[src/rtl/demux_seq_pkg.sv]
// Shared widths and FSM state encoding for the demux bit sequencer.
package demux_seq_pkg;

   localparam int unsigned NUM_CH = 8;
   localparam int unsigned SEL_W  = 3;
   localparam int unsigned CNT_W  = 8;

   localparam logic [1:0] ST_IDLE  = 2'd0;
   localparam logic [1:0] ST_SHIFT = 2'd1;
   localparam logic [1:0] ST_DONE  = 2'd2;

   typedef enum logic [1:0] {
      IDLE  = ST_IDLE,
      SHIFT = ST_SHIFT,
      DONE  = ST_DONE
   } state_t;

endpackage

[src/rtl/demux_bit_sequencer_if.sv]
// Word handshake plus serial demux drive bundle.
interface demux_bit_sequencer_if;

   logic                                   in_valid;
   logic                                   in_ready;
   logic [demux_seq_pkg::NUM_CH-1:0]       in_word;
   logic [demux_seq_pkg::NUM_CH-1:0]       ch_mask;
   logic                                   data;
   logic [demux_seq_pkg::SEL_W-1:0]        sel;
   logic                                   busy;
   logic                                   done;

   // Upstream producer / downstream observer side
   modport master (
      output in_valid, in_word, ch_mask,
      input  in_ready, data, sel, busy, done
   );

   // Sequencer side
   modport slave (
      input  in_valid, in_word, ch_mask,
      output in_ready, data, sel, busy, done
   );

endinterface

[src/rtl/next_ch_finder.sv]
// Combinational search for the lowest enabled channel at or above a start index.
module next_ch_finder
   import demux_seq_pkg::*;
(
   input  logic [NUM_CH-1:0] mask,
   input  logic [SEL_W-1:0]  start,
   input  logic              include_start,
   output logic              found,
   output logic [SEL_W-1:0]  idx
);

   // Priority scan from channel 0 upward; first qualifying hit wins
   always_comb begin
      found = 1'b0;
      idx   = '0;
      for (int unsigned i = 0; i < NUM_CH; i++) begin
         if (!found && mask[i] &&
             ((SEL_W'(i) > start) || (include_start && (SEL_W'(i) == start)))) begin
            found = 1'b1;
            idx   = SEL_W'(i);
         end
      end
   end

endmodule

[src/rtl/demux_bit_sequencer.sv]
// Serialises one captured 8-bit word onto data/sel, one enabled channel at a time.
module demux_bit_sequencer
   import demux_seq_pkg::*;
#(
   parameter int unsigned HOLD = 1
) (
   input  logic                  clk,
   input  logic                  rst_n,
   demux_bit_sequencer_if.slave  bus
);

   localparam logic [CNT_W-1:0] CNT_LAST = CNT_W'(HOLD - 1);

   state_t              r_state, w_state;
   logic [CNT_W-1:0]    r_cnt, w_cnt;
   logic [NUM_CH-1:0]   r_word, w_word;
   logic [NUM_CH-1:0]   r_mask, w_mask;
   logic                r_data, w_data;
   logic [SEL_W-1:0]    r_sel, w_sel;
   logic                r_done, w_done;
   logic                r_busy, w_busy;
   logic                r_in_ready, w_in_ready;

   logic [NUM_CH-1:0]   w_find_mask;
   logic [SEL_W-1:0]    w_find_start;
   logic                w_find_incl;
   logic                w_found;
   logic [SEL_W-1:0]    w_idx;

   // In IDLE search the incoming mask from 0 inclusive; in SHIFT search strictly above sel
   assign w_find_mask  = (r_state == IDLE) ? bus.ch_mask : r_mask;
   assign w_find_start = (r_state == IDLE) ? '0 : r_sel;
   assign w_find_incl  = (r_state == IDLE);

   next_ch_finder u_finder (
      .mask          (w_find_mask),
      .start         (w_find_start),
      .include_start (w_find_incl),
      .found         (w_found),
      .idx           (w_idx)
   );

   // Next-state and next-output logic; data/sel default to 0 outside SHIFT
   always_comb begin
      w_state = r_state;
      w_cnt   = r_cnt;
      w_word  = r_word;
      w_mask  = r_mask;
      w_data  = 1'b0;
      w_sel   = '0;
      w_done  = 1'b0;

      case (r_state)
         IDLE: begin
            if (bus.in_valid) begin
               w_word = bus.in_word;
               w_mask = bus.ch_mask;
               w_cnt  = '0;
               if (w_found) begin
                  w_state = SHIFT;
                  w_sel   = w_idx;
                  w_data  = bus.in_word[w_idx];
               end else begin
                  w_state = DONE;
                  w_done  = 1'b1;
               end
            end
         end
         SHIFT: begin
            if (r_cnt == CNT_LAST) begin
               w_cnt = '0;
               if (w_found) begin
                  w_sel  = w_idx;
                  w_data = r_word[w_idx];
               end else begin
                  w_state = DONE;
                  w_done  = 1'b1;
               end
            end else begin
               w_cnt  = r_cnt + CNT_W'(1);
               w_sel  = r_sel;
               w_data = r_data;
            end
         end
         DONE: begin
            w_state = IDLE;
         end
         default: begin
            w_state = IDLE;
         end
      endcase

      w_busy     = (w_state != IDLE);
      w_in_ready = (w_state == IDLE);
   end

   // State, captured word and registered outputs
   always_ff @(posedge clk or negedge rst_n) begin
      if (!rst_n) begin
         r_state    <= IDLE;
         r_cnt      <= '0;
         r_word     <= '0;
         r_mask     <= '0;
         r_data     <= 1'b0;
         r_sel      <= '0;
         r_done     <= 1'b0;
         r_busy     <= 1'b0;
         r_in_ready <= 1'b1;
      end else begin
         r_state    <= w_state;
         r_cnt      <= w_cnt;
         r_word     <= w_word;
         r_mask     <= w_mask;
         r_data     <= w_data;
         r_sel      <= w_sel;
         r_done     <= w_done;
         r_busy     <= w_busy;
         r_in_ready <= w_in_ready;
      end
   end

   assign bus.in_ready = r_in_ready;
   assign bus.data     = r_data;
   assign bus.sel      = r_sel;
   assign bus.busy     = r_busy;
   assign bus.done     = r_done;

endmodule

[src/flat_wrapper.sv]
// flat-port wrapper written by rule: the top's interface ports become plain ports
module demux_bit_sequencer_flat import demux_seq_pkg::*;
#(
   parameter int unsigned HOLD = 1
)
  (clk, rst_n, bus_in_valid, bus_in_word, bus_ch_mask, bus_in_ready, bus_data, bus_sel, bus_busy, bus_done);
  demux_bit_sequencer_if bus_i ();
  input  logic clk;
  input  logic rst_n;
  input wire logic [$bits(bus_i.in_valid)-1:0] bus_in_valid;
  input wire logic [$bits(bus_i.in_word)-1:0] bus_in_word;
  input wire logic [$bits(bus_i.ch_mask)-1:0] bus_ch_mask;
  output wire logic [$bits(bus_i.in_ready)-1:0] bus_in_ready;
  output wire logic [$bits(bus_i.data)-1:0] bus_data;
  output wire logic [$bits(bus_i.sel)-1:0] bus_sel;
  output wire logic [$bits(bus_i.busy)-1:0] bus_busy;
  output wire logic [$bits(bus_i.done)-1:0] bus_done;
  assign bus_i.in_valid = bus_in_valid;
  assign bus_i.in_word = bus_in_word;
  assign bus_i.ch_mask = bus_ch_mask;
  assign bus_in_ready = bus_i.in_ready;
  assign bus_data = bus_i.data;
  assign bus_sel = bus_i.sel;
  assign bus_busy = bus_i.busy;
  assign bus_done = bus_i.done;
  demux_bit_sequencer #(.HOLD(HOLD)) u_core (.clk(clk), .rst_n(rst_n), .bus(bus_i));
endmodule
[config.mk]
export PLATFORM = sky130hd
export DESIGN_NAME = demux_bit_sequencer_flat
export DESIGN_NICKNAME = d
export VERILOG_FILES = /design/src/rtl/demux_seq_pkg.sv /design/src/rtl/demux_bit_sequencer_if.sv /design/src/rtl/next_ch_finder.sv /design/src/rtl/demux_bit_sequencer.sv /design/src/flat_wrapper.sv
export SDC_FILE = /design/constraint.sdc
export NUM_CORES = 1
export LEC_CHECK = 0
export BUFFER_PORTS_ARGS = -buffer_cell sky130_fd_sc_hd__buf_2
export CAP_MARGIN = 20
export CORE_MARGIN = 1
export CORE_UTILIZATION = 30
export DETAILED_ROUTE_END_ITERATION = 16
export GPL_ROUTABILITY_DRIVEN = 0
export PLACE_DENSITY = 0.49
export SYNTH_ARGS = -nofsm -noshare
export SYNTH_HDL_FRONTEND = slang
export SYNTH_SLANG_ARGS = --single-unit
[constraint.sdc]
create_clock -name clk -period 3.55 [get_ports clk]
set_input_delay 0.71 -clock clk [delete_from_list [all_inputs] [get_ports clk]]
set_output_delay 0.71 -clock clk [all_outputs]
set_load 0.01 [all_outputs]
== Word level (Yosys, flattened, before mapping) ==
Cells that the tools add are included.

* Register bits after elaboration: 33
* Input bits: 19
* Output and inout bits: 7

* $add $sub $neg: 1
* Order comparisons: 9
* Eq/ne operators: 10
* Multiplexer cells: 42
* Reductions and logical operators: 46

{| class="wikitable"
|+ Operator list
! operator !! number
|-
| $mux 3 || 10
|-
| $mux 8 || 3
|-
| $logic_and 1x1->1 || 23
|-
| $mux 1 || 18
|-
| $pmux 8 s2 || 1
|-
| $eq 3x3->1 const A || 4
|-
| $gt 3x3->1 const A || 4
|-
| $add 8x1->8 const B || 1
|-
| $logic_not 8->1 || 1
|-
| $logic_or 1x1->1 || 8
|-
| $mux 2 || 4
|-
| $logic_not 1->1 || 7
|-
| $bmux 1 s3 || 2
|-
| $eq 2x3->1 const A || 2
|-
| $gt 1x3->1 const A || 2
|-
| $gt 2x3->1 const A || 2
|-
| $pmux 3 s2 || 1
|-
| $logic_not 2->1 || 2
|-
| $lt 3x4->1 const B || 1
|-
| $pmux 1 s2 || 2
|-
| $pmux 2 s2 || 1
|-
| $reduce_and 2->1 || 2
|-
| $reduce_bool 2->1 || 2
|-
| $eq 1x3->1 const A || 1
|-
| other kinds (4) || 4
|}

== Depth between registers and ports, before layout ==
Gate-level depths: netlist of the first run.

* Depth in word-level cells: 40
* Depth in mapped cells: 10
* Mapped depth without buffers: 8

== By module ==
Synthesis of the first run repeated with hierarchy kept, for this count alone.

* Cells, all modules: 183
* Area, all modules: 1,890.6 um^2

{| class="wikitable"
|+ By module, submodules not included
! module !! instances !! cells an instance !! area an instance (um^2) !! sequential area each (um^2)
|-
| demux_bit_sequencer || 1 || 141 || 1,627.8 || 827.0
|-
| next_ch_finder || 1 || 42 || 262.8 || 0.0
|}

== Worst setup path after synthesis of the first run ==
Ideal clock, no wire load.

* Path type: input-to-reg
* Start: input bus_ch_mask[4]
* End: register u_core.r_data (netlist: u_core.bus.data)
* Setup time: 0.129 ns
* Arrival: 2.074 ns
* Data required time: 3.421 ns
* Path slack: 1.348 ns
* Stages: 9
* Buffers on the path: 1
* Cell sequence: nor2_1 -> nor2_1 -> or2_1 -> buf_2 -> o311ai_4 -> mux2i_1 -> nand3_1 -> nand4_1 -> o211ai_2

* Longest elaborated chain between the ends: 21

{| class="wikitable"
|+ RTL lines
! what !! line !! text
|-
| start, declared || flat_wrapper.sv:12 || <nowiki>input wire logic [$bits(bus_i.ch_mask)-1:0] bus_ch_mask;</nowiki>
|-
| $mux 8 (*) || demux_bit_sequencer.sv:31 || <nowiki>assign w_find_mask = (r_state == IDLE) ? bus.ch_mask : r_mask;</nowiki>
|-
| $logic_and 1x1->1 (*) (2 in series) || next_ch_finder.sv:17 || <nowiki>if (!found && mask[i] &&</nowiki>
|-
| $mux 1 || next_ch_finder.sv:17 ||
|-
| $logic_not 1->1 || next_ch_finder.sv:17 ||
|-
| $logic_and 1x1->1 (2 in series) || next_ch_finder.sv:17 ||
|-
| $mux 1 || next_ch_finder.sv:17 ||
|-
| $logic_not 1->1 || next_ch_finder.sv:17 ||
|-
| $logic_and 1x1->1 (2 in series) || next_ch_finder.sv:17 ||
|-
| $mux 1 || next_ch_finder.sv:17 ||
|-
| $logic_not 1->1 || next_ch_finder.sv:17 ||
|-
| $logic_and 1x1->1 (2 in series) || next_ch_finder.sv:17 ||
|-
| $mux 3 || next_ch_finder.sv:17 ||
|-
| $bmux 1 s3 (on tied branches) || demux_bit_sequencer.sv:74, demux_bit_sequencer.sv:62 ||
|-
| $mux 1 (on tied branches) || demux_bit_sequencer.sv:74, demux_bit_sequencer.sv:62 ||
|-
| $mux 1 (on tied branches) || demux_bit_sequencer.sv:72, demux_bit_sequencer.sv:59 ||
|-
| $mux 1 (on tied branches) || demux_bit_sequencer.sv:70, demux_bit_sequencer.sv:55 ||
|-
| $pmux 1 s2 (*) || demux_bit_sequencer.sv:53 || <nowiki>case (r_state)</nowiki>
|-
| end signal, assigned || demux_bit_sequencer.sv:114 || <nowiki>r_data <= w_data;</nowiki>
|-
| end, declared || demux_bit_sequencer.sv:18 || <nowiki>logic r_data, w_data;</nowiki>
|}

Every way passes the cells marked *; elsewhere a longest branch is shown, timed or not. The select of a mux whose other input is x is not followed.
A chain may end at the register's enable or synchronous reset.

== Final worst setup path of the first run ==
* Start: register u_core.r_state[0]
* End: register u_core.r_data (netlist: u_core.bus.data)

* Longest elaborated chain between the ends: 40

{| class="wikitable"
|+ RTL lines
! what !! line !! text
|-
| start, declared || demux_bit_sequencer.sv:14 || <nowiki>state_t r_state, w_state;</nowiki>
|-
| start signal, assigned || demux_bit_sequencer.sv:110 || <nowiki>r_state <= w_state;</nowiki>
|-
| branches (longest 40 deep; another with $gt 1x3->1) || -- ||
|}

Parallel ways; which one is timed is not known. The select of a mux whose other input is x is not followed.

==> results, run 1 <==
- The number of maximum-capacitance violations is 0.
- The depth of the worst hold-timing path is 2.
- In the final routed layout, each cell accounts on average for 13.92 µm.
- The worst-case IR drop observed on VDD is 0.2908 mV.
- The height of the die is 79.85 µm.
- The number of global-route vias before repair is 1,515.
- In this run the power density over the cells is 937.6 nW/µm².
- The minimum setup slack among reg-to-reg paths is 1.13 ns.
- The path depth of the worst reg2reg path is 8.
- The total number of nets in the final design is 253.
- The shortest period the worst path allows is 2.418 ns.
- The mean area per synthesized cell is 8.868 µm².
- The fraction of final layout cells with drive strength greater than 1 is 17.60%.
- The post-route fraction of the period consumed by the critical path is 68.12%.
- The post-cts hold buffer count is 0.
- The switching power total is 0.8570 mW.
- The first detailed-routing pass took 4 iterations.
- The final routed wirelength across all metal layers is 4247 µm.
- The total count of max-transition violations in the final report was 0.
- The clock latency on the worst-skew pair is 0.28 ns.
- The design draws 1.981 mW.
- The number of buffers created by CTS is 5.
- Compared with the post-synthesis result, the final layout area differs by 16.24%.
- Internal power comes to 1.124 mW.
- The combined global-route utilization of all metal layers is 15.02%.
- The cell at the root of the clock tree is sky130_fd_sc_hd__clkbuf_8.
- For this configuration, the core starts out at a cell density of 32.03%.
- The remaining antenna violation count after routing is 0.
- The share of flip-flops with an asynchronous set or reset after synthesis is 100.0%.
- The count of fill cells added during filler insertion is 587.
- The class of the tightest hold or removal check is register to register.
- The combinational cell fraction of total power is 53.0%.
- The H-tree generated during clock tree synthesis spans 2 levels.
- Synthesis produced a netlist with a net count of 226.
- The tree built by TritonCTS fans out to 32 sinks.
- The fraction of power consumed by sequential logic is 29.8%.
- Derived from the worst setup path, the maximum achievable clock frequency is 413.5 MHz.
- The number of synthesis warnings is 0.
- The floorplan step set the die width to 79.85 µm.
- The cell count after synthesis came out at 205.
- The clock skew is 0.01003 ns.
- Clock-pin slew was measured on the worst setup and hold paths at 0.07 ns.
- STA puts the critical path data arrival time at 2.57 ns.
- After layout, the worst setup slack is 1.132 ns.
- For this design the static power due to leakage is 1.000 nW.
- The wire length of the first global-routing pass is 7286 µm.
- Once placement finished, the instance area stood at 2006 µm².
- The number of remaining DRC errors is 0.
- The number of antenna cells inserted is 0.
- Summing every instance area after synthesis gives 1818 µm².
- Leaving out fill and tap cells, the most frequent cells in the layout are sky130_fd_sc_hd__nand2_1, sky130_fd_sc_hd__dfrtp_1, sky130_fd_sc_hd__buf_2, sky130_fd_sc_hd__nor2_1, sky130_fd_sc_hd__o21ai_0.
- The number of placed instances, taps included, is 297.
- The finished cells cover 2113 µm².
- The netlist uses 48 different library cells.
- Summed over all layers, the global routing overflow is 0.
- The flip-flop and latch count after synthesis is 32.
- The post-placement worst setup slack is 1.062 ns.
- The count of buffers inserted at the top-level ports is 25.
- The number of vias per cell is 5.033.
- The run finished with clean final reports.
- The CTS tree is yes.
- Setup repair after global routing left no endpoint under its margin.
- The slew at the pin closest to its max-slew limit is 0.7565 ns.
- The final total negative setup slack is 0 ns.
- STA puts the critical path data required time at 3.71 ns.
- The violation count after the first detailed-route iteration is 57.
- The kind of end point of the critical path is a register.
- Setup violations remaining at the end of the flow were counted as 0.
- The number of antenna violations at the first check in global routing is 0.
- The share of the Yosys chip area taken by registers is 44.12%.
- The standard-cell row count is 27.
- The number of gates resized after cts is 0.
- The clock network is responsible for 17.2% of the overall power.
- For this run, the number of standard cells in the final layout without fillers is 305.
- The count of endpoints failing hold in the final timing report was 0.
- The critical path start-end classification is register to register.
- Entering global routing, the biggest net connects 33 pins.
- The number of enable-type register cells in the synthesized netlist is 0.
- The most frequently used flop master after synthesis is sky130_fd_sc_hd__dfrtp_1.
- The area of the core is 5675 µm².
- Counting along the longest clock path gives a buffer depth of 2.
- The post-route core utilization is 37.24%.
- In this run the worst path has a maximum fanout of 8.
- Detailed routing inserted a total of 1,535 vias.
- The HPWL after detailed placement is 3119 µm.
- Measured against its own limit, the worst slew margin works out to 49.33%.
- The post-CTS setup buffer count is 0.
- The proportion of total power due to net switching is 43.25%.
- The I/O pin count is 26.
- The kind of start point of the critical path is a register.
- The most common cell after layout, fill and taps aside is sky130_fd_sc_hd__nand2_1.
- The area of the die is 6375 µm².
- The hold slack is 0.4727 ns.
- The total area of multi-input combinational cells is 965.9 µm².
- Registers take 802.0 µm².
-- layout make-up --
type | instances | share of cell area (%)
multi-input combinational | 162 | 45.71
tap | 72 | 4.263
inverter | 6 | 1.066
clock buffer | 6 | 3.434
timing repair buffer | 25 | 5.921
clock inverter | 2 | 1.658
sequential | 32 | 37.95
-- synth_stat cells, types with 3 or more instances --
cell type	instances	share of area [%]
sky130_fd_sc_hd__mux2i_1	9	5.0
sky130_fd_sc_hd__inv_1	5	1.0
sky130_fd_sc_hd__dfrtp_1	31	43
sky130_fd_sc_hd__o21ai_0	11	3.0
sky130_fd_sc_hd__nand2_1	55	11
sky130_fd_sc_hd__and2_1	4	1.4
sky130_fd_sc_hd__nor2_1	16	3.3
sky130_fd_sc_hd__and3_1	3	1.0
sky130_fd_sc_hd__a31oi_1	4	1.4
sky130_fd_sc_hd__o31ai_1	3	1.2
sky130_fd_sc_hd__nand3_1	6	1.7
sky130_fd_sc_hd__nand2b_1	4	1.4
sky130_fd_sc_hd__or2_1	3	1.0
sky130_fd_sc_hd__nand4_1	4	1.4
sky130_fd_sc_hd__xor2_1	3	1.4
sky130_fd_sc_hd__nor2b_1	3	1.0
sky130_fd_sc_hd__clkbuf_1	3	0.62
-- path summary, 6_finish.rpt --
kind / startpoint / endpoint
max: u_core.r_state[0]$_DFF_PN0_ / u_core.bus.data$_DFFE_PN0P_
min: u_core.r_mask[1]$_DFFE_PN0P_ / u_core.r_mask[1]$_DFFE_PN0P_
max reg2reg: u_core.r_state[0]$_DFF_PN0_ / u_core.bus.data$_DFFE_PN0P_
min reg2reg: u_core.r_mask[1]$_DFFE_PN0P_ / u_core.r_mask[1]$_DFFE_PN0P_
max in group asynchronous: rst_n / u_core.r_word[5]$_DFFE_PN0P_
min in group asynchronous: rst_n / u_core.bus.sel[1]$_DFFE_PN0P_
-- layer usage --
layer / vias up / global-route usage, % / wire [µm]
met1: 736 / 19.59 / 2100
li1: 772 / - / -
met2: 22 / 24.96 / 1975
met5: - / 0 / 0
met4: 0 / 4.286 / 46
met3: 5 / 3.086 / 125
-- cell families after synthesis --
logic type	share of synthesized area, %
compound gates	17.34
xor+xnor	1.446
mux	4.955
fa+ha+maj	1.376
buf+inv	2.752
flops	44.12
simple gates	28.01
-- registers in the layout, indices dropped and copies added (netlist names) --
name / flops
u_core.bus.busy: 1
u_core.bus.data: 1
u_core.bus.done: 1
u_core.bus.in_ready: 1
u_core.bus.sel: 3
u_core.r_cnt: 8
u_core.r_mask: 7
u_core.r_state: 2
u_core.r_word: 8
-- power groups by stage --
stage                     clock network (mW)  logic (mW)  registers (mW)
after global placement                     0        1.05           0.598
after detailed placement                   0        1.06           0.595
after CTS                              0.348        1.06           0.590
after floorplan                            0       0.837           0.582
after global routing                   0.369        1.18           0.608
final                                  0.340        1.05           0.590
-- critical path, cell delays in order (launching register included) --
cell	delay, ns
sky130_fd_sc_hd__dfrtp_1	0.41
sky130_fd_sc_hd__nor2_1	0.42
sky130_fd_sc_hd__a21oi_1	0.11
sky130_fd_sc_hd__or2_1	0.32
sky130_fd_sc_hd__o311ai_4	0.49
sky130_fd_sc_hd__mux2i_1	0.25
sky130_fd_sc_hd__nand3_1	0.09
sky130_fd_sc_hd__nand4_1	0.12
sky130_fd_sc_hd__o211ai_2	0.09
(Power assumes the default switching activity.)
==> run 2, diff against run 1 <==
--- a/config.mk
+++ b/config.mk
@@ -5,6 +5,7 @@
 export SDC_FILE = /design/constraint.sdc
 export NUM_CORES = 1
 export LEC_CHECK = 0
+export ABC_AREA = 1
 export BUFFER_PORTS_ARGS = -buffer_cell sky130_fd_sc_hd__buf_2
 export CAP_MARGIN = 20
 export CORE_MARGIN = 1
==> constraint.sdc (replaced) <==
create_clock -name clk -period 2.4 [get_ports clk]
set_input_delay 0.48 -clock clk [delete_from_list [all_inputs] [get_ports clk]]
set_output_delay 0.48 -clock clk [all_outputs]
set_load 0.01 [all_outputs]
==> results, run 2 <==
- The switching power total was 0.2438 mW (-72%).
- The height of the die was 79.50 µm (-0.44%).
- The maximum level of the CTS H-tree is 2 (unchanged).
- The internal power contribution is 0.8586 mW (-24%).
- The final worst slack is 0.3139 ns (-0.8178 ns).
- Setup repair after global routing left no endpoint under its margin.
- The library cells used most frequently in the layout, excluding fill and tap cells, are sky130_fd_sc_hd__nand2_1, sky130_fd_sc_hd__dfrtp_1, sky130_fd_sc_hd__inv_1, sky130_fd_sc_hd__buf_2, sky130_fd_sc_hd__nand3_1.
- The violation count after the first detailed-route iteration is 76 (+33%).
- The total count of max-transition violations in the final report is 0 (unchanged).
- The total number of nets in the final design is 291 (+15%).
- The critical path start-end classification is register to register.
- The combinational cell fraction of total power is 3.0% (-50 points).
- The count of endpoints failing hold in the final timing report came to 0 (unchanged).
- The flip-flop and latch count after synthesis was 32 (unchanged).
- The library cell used most frequently in the layout, excluding fill and tap cells, is sky130_fd_sc_hd__nand2_1.
- The post-CTS setup buffer count is 0 (unchanged).
- The maximum cell stage delay along the critical path is 0.41 ns (-0.08 ns).
- The overall die width is 79.50 µm (-0.44%).
- The summed area of non-filler cells in the final layout is 2146 µm² (+1.5%).
- The placed wire-length estimate after detailed placement is 3188 µm (+2.2%).
- The most repeated cell in the gate-level netlist after synthesis is sky130_fd_sc_hd__nand2_1.
- The count of buffers inserted at the top-level ports was 25 (unchanged).
- The deepest clock path buffer count was 2 (unchanged).
- The class of the tightest hold or removal check is primary input to asynchronous set/reset pin.
- The number of failing setup endpoints in the final timing report was 0 (unchanged).
- The remaining antenna violation count after routing is 0 (unchanged).
- The detailed-router iteration count before antenna repair is 4 (unchanged).
- The proportion of total power due to net switching is 22.11% (-21 points).
- The worst endpoint data arrival time is 2.27 ns (-0.30 ns).
- The required time reported for the critical path endpoint is 2.58 ns (-1.13 ns).
- The post-cts hold buffer count is 0 (unchanged).
- The most frequently used flop master after synthesis is sky130_fd_sc_hd__dfrtp_1.
- The maximum fanout along the worst path is 10 (+2).
- After synthesis, the cell types taking the most area are sky130_fd_sc_hd__dfrtp_1, sky130_fd_sc_hd__nand2_1, sky130_fd_sc_hd__nand3_1, sky130_fd_sc_hd__inv_1, sky130_fd_sc_hd__o21ai_0.
- The sequential cell area fraction in the yosys report is 44.51% (+0.40 points).
- The pin count of the biggest net entering global routing is 33 (unchanged).
- The overall via count from detail_route is 1,634 (+6.4%).
- The area of the die is 6319 µm² (-0.87%).
- The layout overhead on the synthesized area is 19.10%.
- The largest registers in the layout are u_core.r_cnt (8), u_core.r_word (8), u_core.r_mask (7).
- The number of vias per cell was 4.764 (-5.3%).
- The number of global-route vias before repair is 1,525 (+0.66%).
- The number of antenna cells inserted is 0 (unchanged).
- The clock latency on the worst-skew pair is 0.29 ns (about the same).
- The maximum VDD drop was 0.1748 mV (-40%).
- The combined global-route utilization of all metal layers is 15.78% (+0.76 points).
- The gate count after technology mapping is 237 (+16%).
- Traced cell by cell, the critical path runs through inv_1, nand2_4, o21ai_0, o21ai_4, inv_1, nand4_1, nand3_1, nand3_1, nand3_1, nand3_1, nand3_1, nand2_1.
- The post-placement worst setup slack is 0.3077 ns (-0.7539 ns).
- The clock skew is 0.01161 ns (+0.001575 ns).
- The worst setup path is captured at a register.
- The shortest period the worst path allows is 2.086 ns (-0.3322 ns).
- The number of clock sinks is 32 (unchanged).
- The fraction of power consumed by sequential logic is 48.9% (+19 points).
- The run finished with clean final reports.
- The fraction of synthesized cell area taken by the top area cell type is 43.06% (+0.39 points).
- The number of synthesis warnings came to 0 (unchanged).
- The largest individual stage delay along the critical path comes from the cell sky130_fd_sc_hd__dfrtp_1.
- The ratio of total power to cell area is 513.7 nW/µm² (-45%).
- The cell with the most instances on the worst path is sky130_fd_sc_hd__nand3_1.
- The number of gates resized after cts was 0 (unchanged).
- The standard-cell row count is 27 (unchanged).
- The slew at the pin closest to its max-slew limit is 0.7264 ns (-0.03017 ns).
- The clock-pin transition on the worst setup and hold timing paths came to 0.08 ns (about the same).
- The total placed instance area came to 2034 µm² (+1.4%).
- The post-route fraction of the period consumed by the critical path is 86.92% (+19 points).
- The count of fill cells added during filler insertion came to 578 (-1.5%).
- The mean area per synthesized cell came to 7.602 µm² (-14%).
- The largest total area in the synthesized netlist belongs to sky130_fd_sc_hd__dfrtp_1.
- The detailed-route wire length per cell is 12.60 µm (-9.5%).
- The tree is rooted in a sky130_fd_sc_hd__clkbuf_8.
- The number of buffers created by CTS is 5 (unchanged).
- The power share of the clock group was 48.1% (+31 points).
- The number of antenna violations at the first check in global routing is 0 (unchanged).
- The highest attainable clock frequency is 479.4 MHz (+16%).
- The number of enable-type register cells in the synthesized netlist is 0 (unchanged).
- The reported leakage power is 1.102 nW (+10%).
- The CTS tree is yes.
- The initial core utilization is 31.94% (-0.097 points).
- The worst setup path is launched from a register.
- The share of flip-flops with an asynchronous set or reset after synthesis is 100.0% (unchanged).
- The path depth of the worst reg2reg path is 12 (+4).
- The number of remaining DRC errors came to 0 (unchanged).
- The area of the core was 5642 µm² (-0.60%).
- The number of maximum-capacitance violations came to 0 (unchanged).
- The commonest cells after synthesis are sky130_fd_sc_hd__nand2_1, sky130_fd_sc_hd__dfrtp_1, sky130_fd_sc_hd__inv_1.
- The worst max-slew margin expressed relative to the limit was 51.58% (+2.2 points).
- The number of nets produced by synthesis is 258 (+14%).
- The I/O pin count is 26 (unchanged).
- The total global routing overflow was 0 (unchanged).
- The final total negative setup slack is 0 ns (unchanged).
- The fraction of final layout cells with drive strength greater than 1 is 20.66% (+3.1 points).
- The number of distinct library cells after synthesis is 31 (-35%).
- The final routed wirelength across all metal layers is 4323 µm (+1.8%).
- The wire length of the first global-routing pass is 7507 µm (+3.0%).
- The post-synthesis instance area is 1802 µm² (-0.89%).
-- run 2: metrics by stage --
step           power (mW)  util, %  std cells  hold slack [ns]
2_1_floorplan      0.5540        -        237           0.1844
3_3_place_gp       0.5845    36.06        335           0.4636
3_5_place_dp       0.5841    36.06        335           0.4663
4_1_cts             1.127    38.04        343           0.2756
5_1_grt             1.159    38.04        343           0.3039
6_report            1.102    38.04        343           0.2335
-- run 2: per-layer routing --
layer	routed length (µm)	share of wire [%]	vias up	GRT usage, %
li1	-	-	832	-
met1	2145	50	753	21.55
met2	1864	43	37	22.22
met3	184	4.3	12	4.114
met4	129	3.0	0	8.909
met5	0	0	-	0
-- run 2: cell type report --
cell class / count / area [µm²] / area share [%]
clock buffers: 5 / 68.82 / 3.207
multi-input cells: 172 / 874.6 / 40.76
inverters: 30 / 112.6 / 5.248
repair buffers: 29 / 155.1 / 7.230
well taps: 72 / 90.09 / 4.198
clock inverters: 3 / 42.54 / 1.983
flip-flops and latches: 32 / 802.0 / 37.38
-- run 2: power by group through the flow --
stage	clock network [mW]	logic [mW]	registers [mW]
after floorplan	0	0.00445	0.550
after global placement	0	0.0351	0.549
after detailed placement	0	0.0347	0.549
after CTS	0.553	0.0351	0.539
after global routing	0.580	0.0395	0.539
final	0.530	0.0330	0.539
-- run 2: logic make-up (layout without fill, tap and decap cells) --
group | after synthesis | count (layout) | share of synthesized area (%)
AND/OR/NAND/NOR | 136 | 136 | 35.00
AO/OA/AOI/OAI | 33 | 33 | 11.67
buffers and inverters | 33 | 67 | 6.944
flip-flops | 32 | 32 | 44.51
adder cells (fa/ha/maj) | 2 | 2 | 1.389
XOR/XNOR | 1 | 1 | 0.4862
-- run 2: final timing paths --
kind | slack (ns) | endpoint | start
worst min-delay path | 0.23 | u_core.r_mask[7]$_DFFE_PN0P_ | rst_n
max in group asynchronous | 1.69 | u_core.r_word[1]$_DFFE_PN0P_ | rst_n
min in group clk | 0.40 | u_core.r_word[4]$_DFFE_PN0P_ | bus_in_word[4]
worst max-delay path | 0.31 | u_core.bus.data$_DFFE_PN0P_ | u_core.r_state[0]$_DFF_PN0_
worst max register to register | 0.31 | u_core.bus.data$_DFFE_PN0P_ | u_core.r_state[0]$_DFF_PN0_
worst min register to register | 0.48 | u_core.r_word[4]$_DFFE_PN0P_ | u_core.r_word[4]$_DFFE_PN0P_
-- run 2: worst max-delay path: cells and delay by family, from the launching register on --
family	cells	cell delay, ns
buffers and inverters	2	0.29
and+or+nand+nor	8	0.81
AOI/OAI and AO/OA	2	0.47
DFF	1	0.41
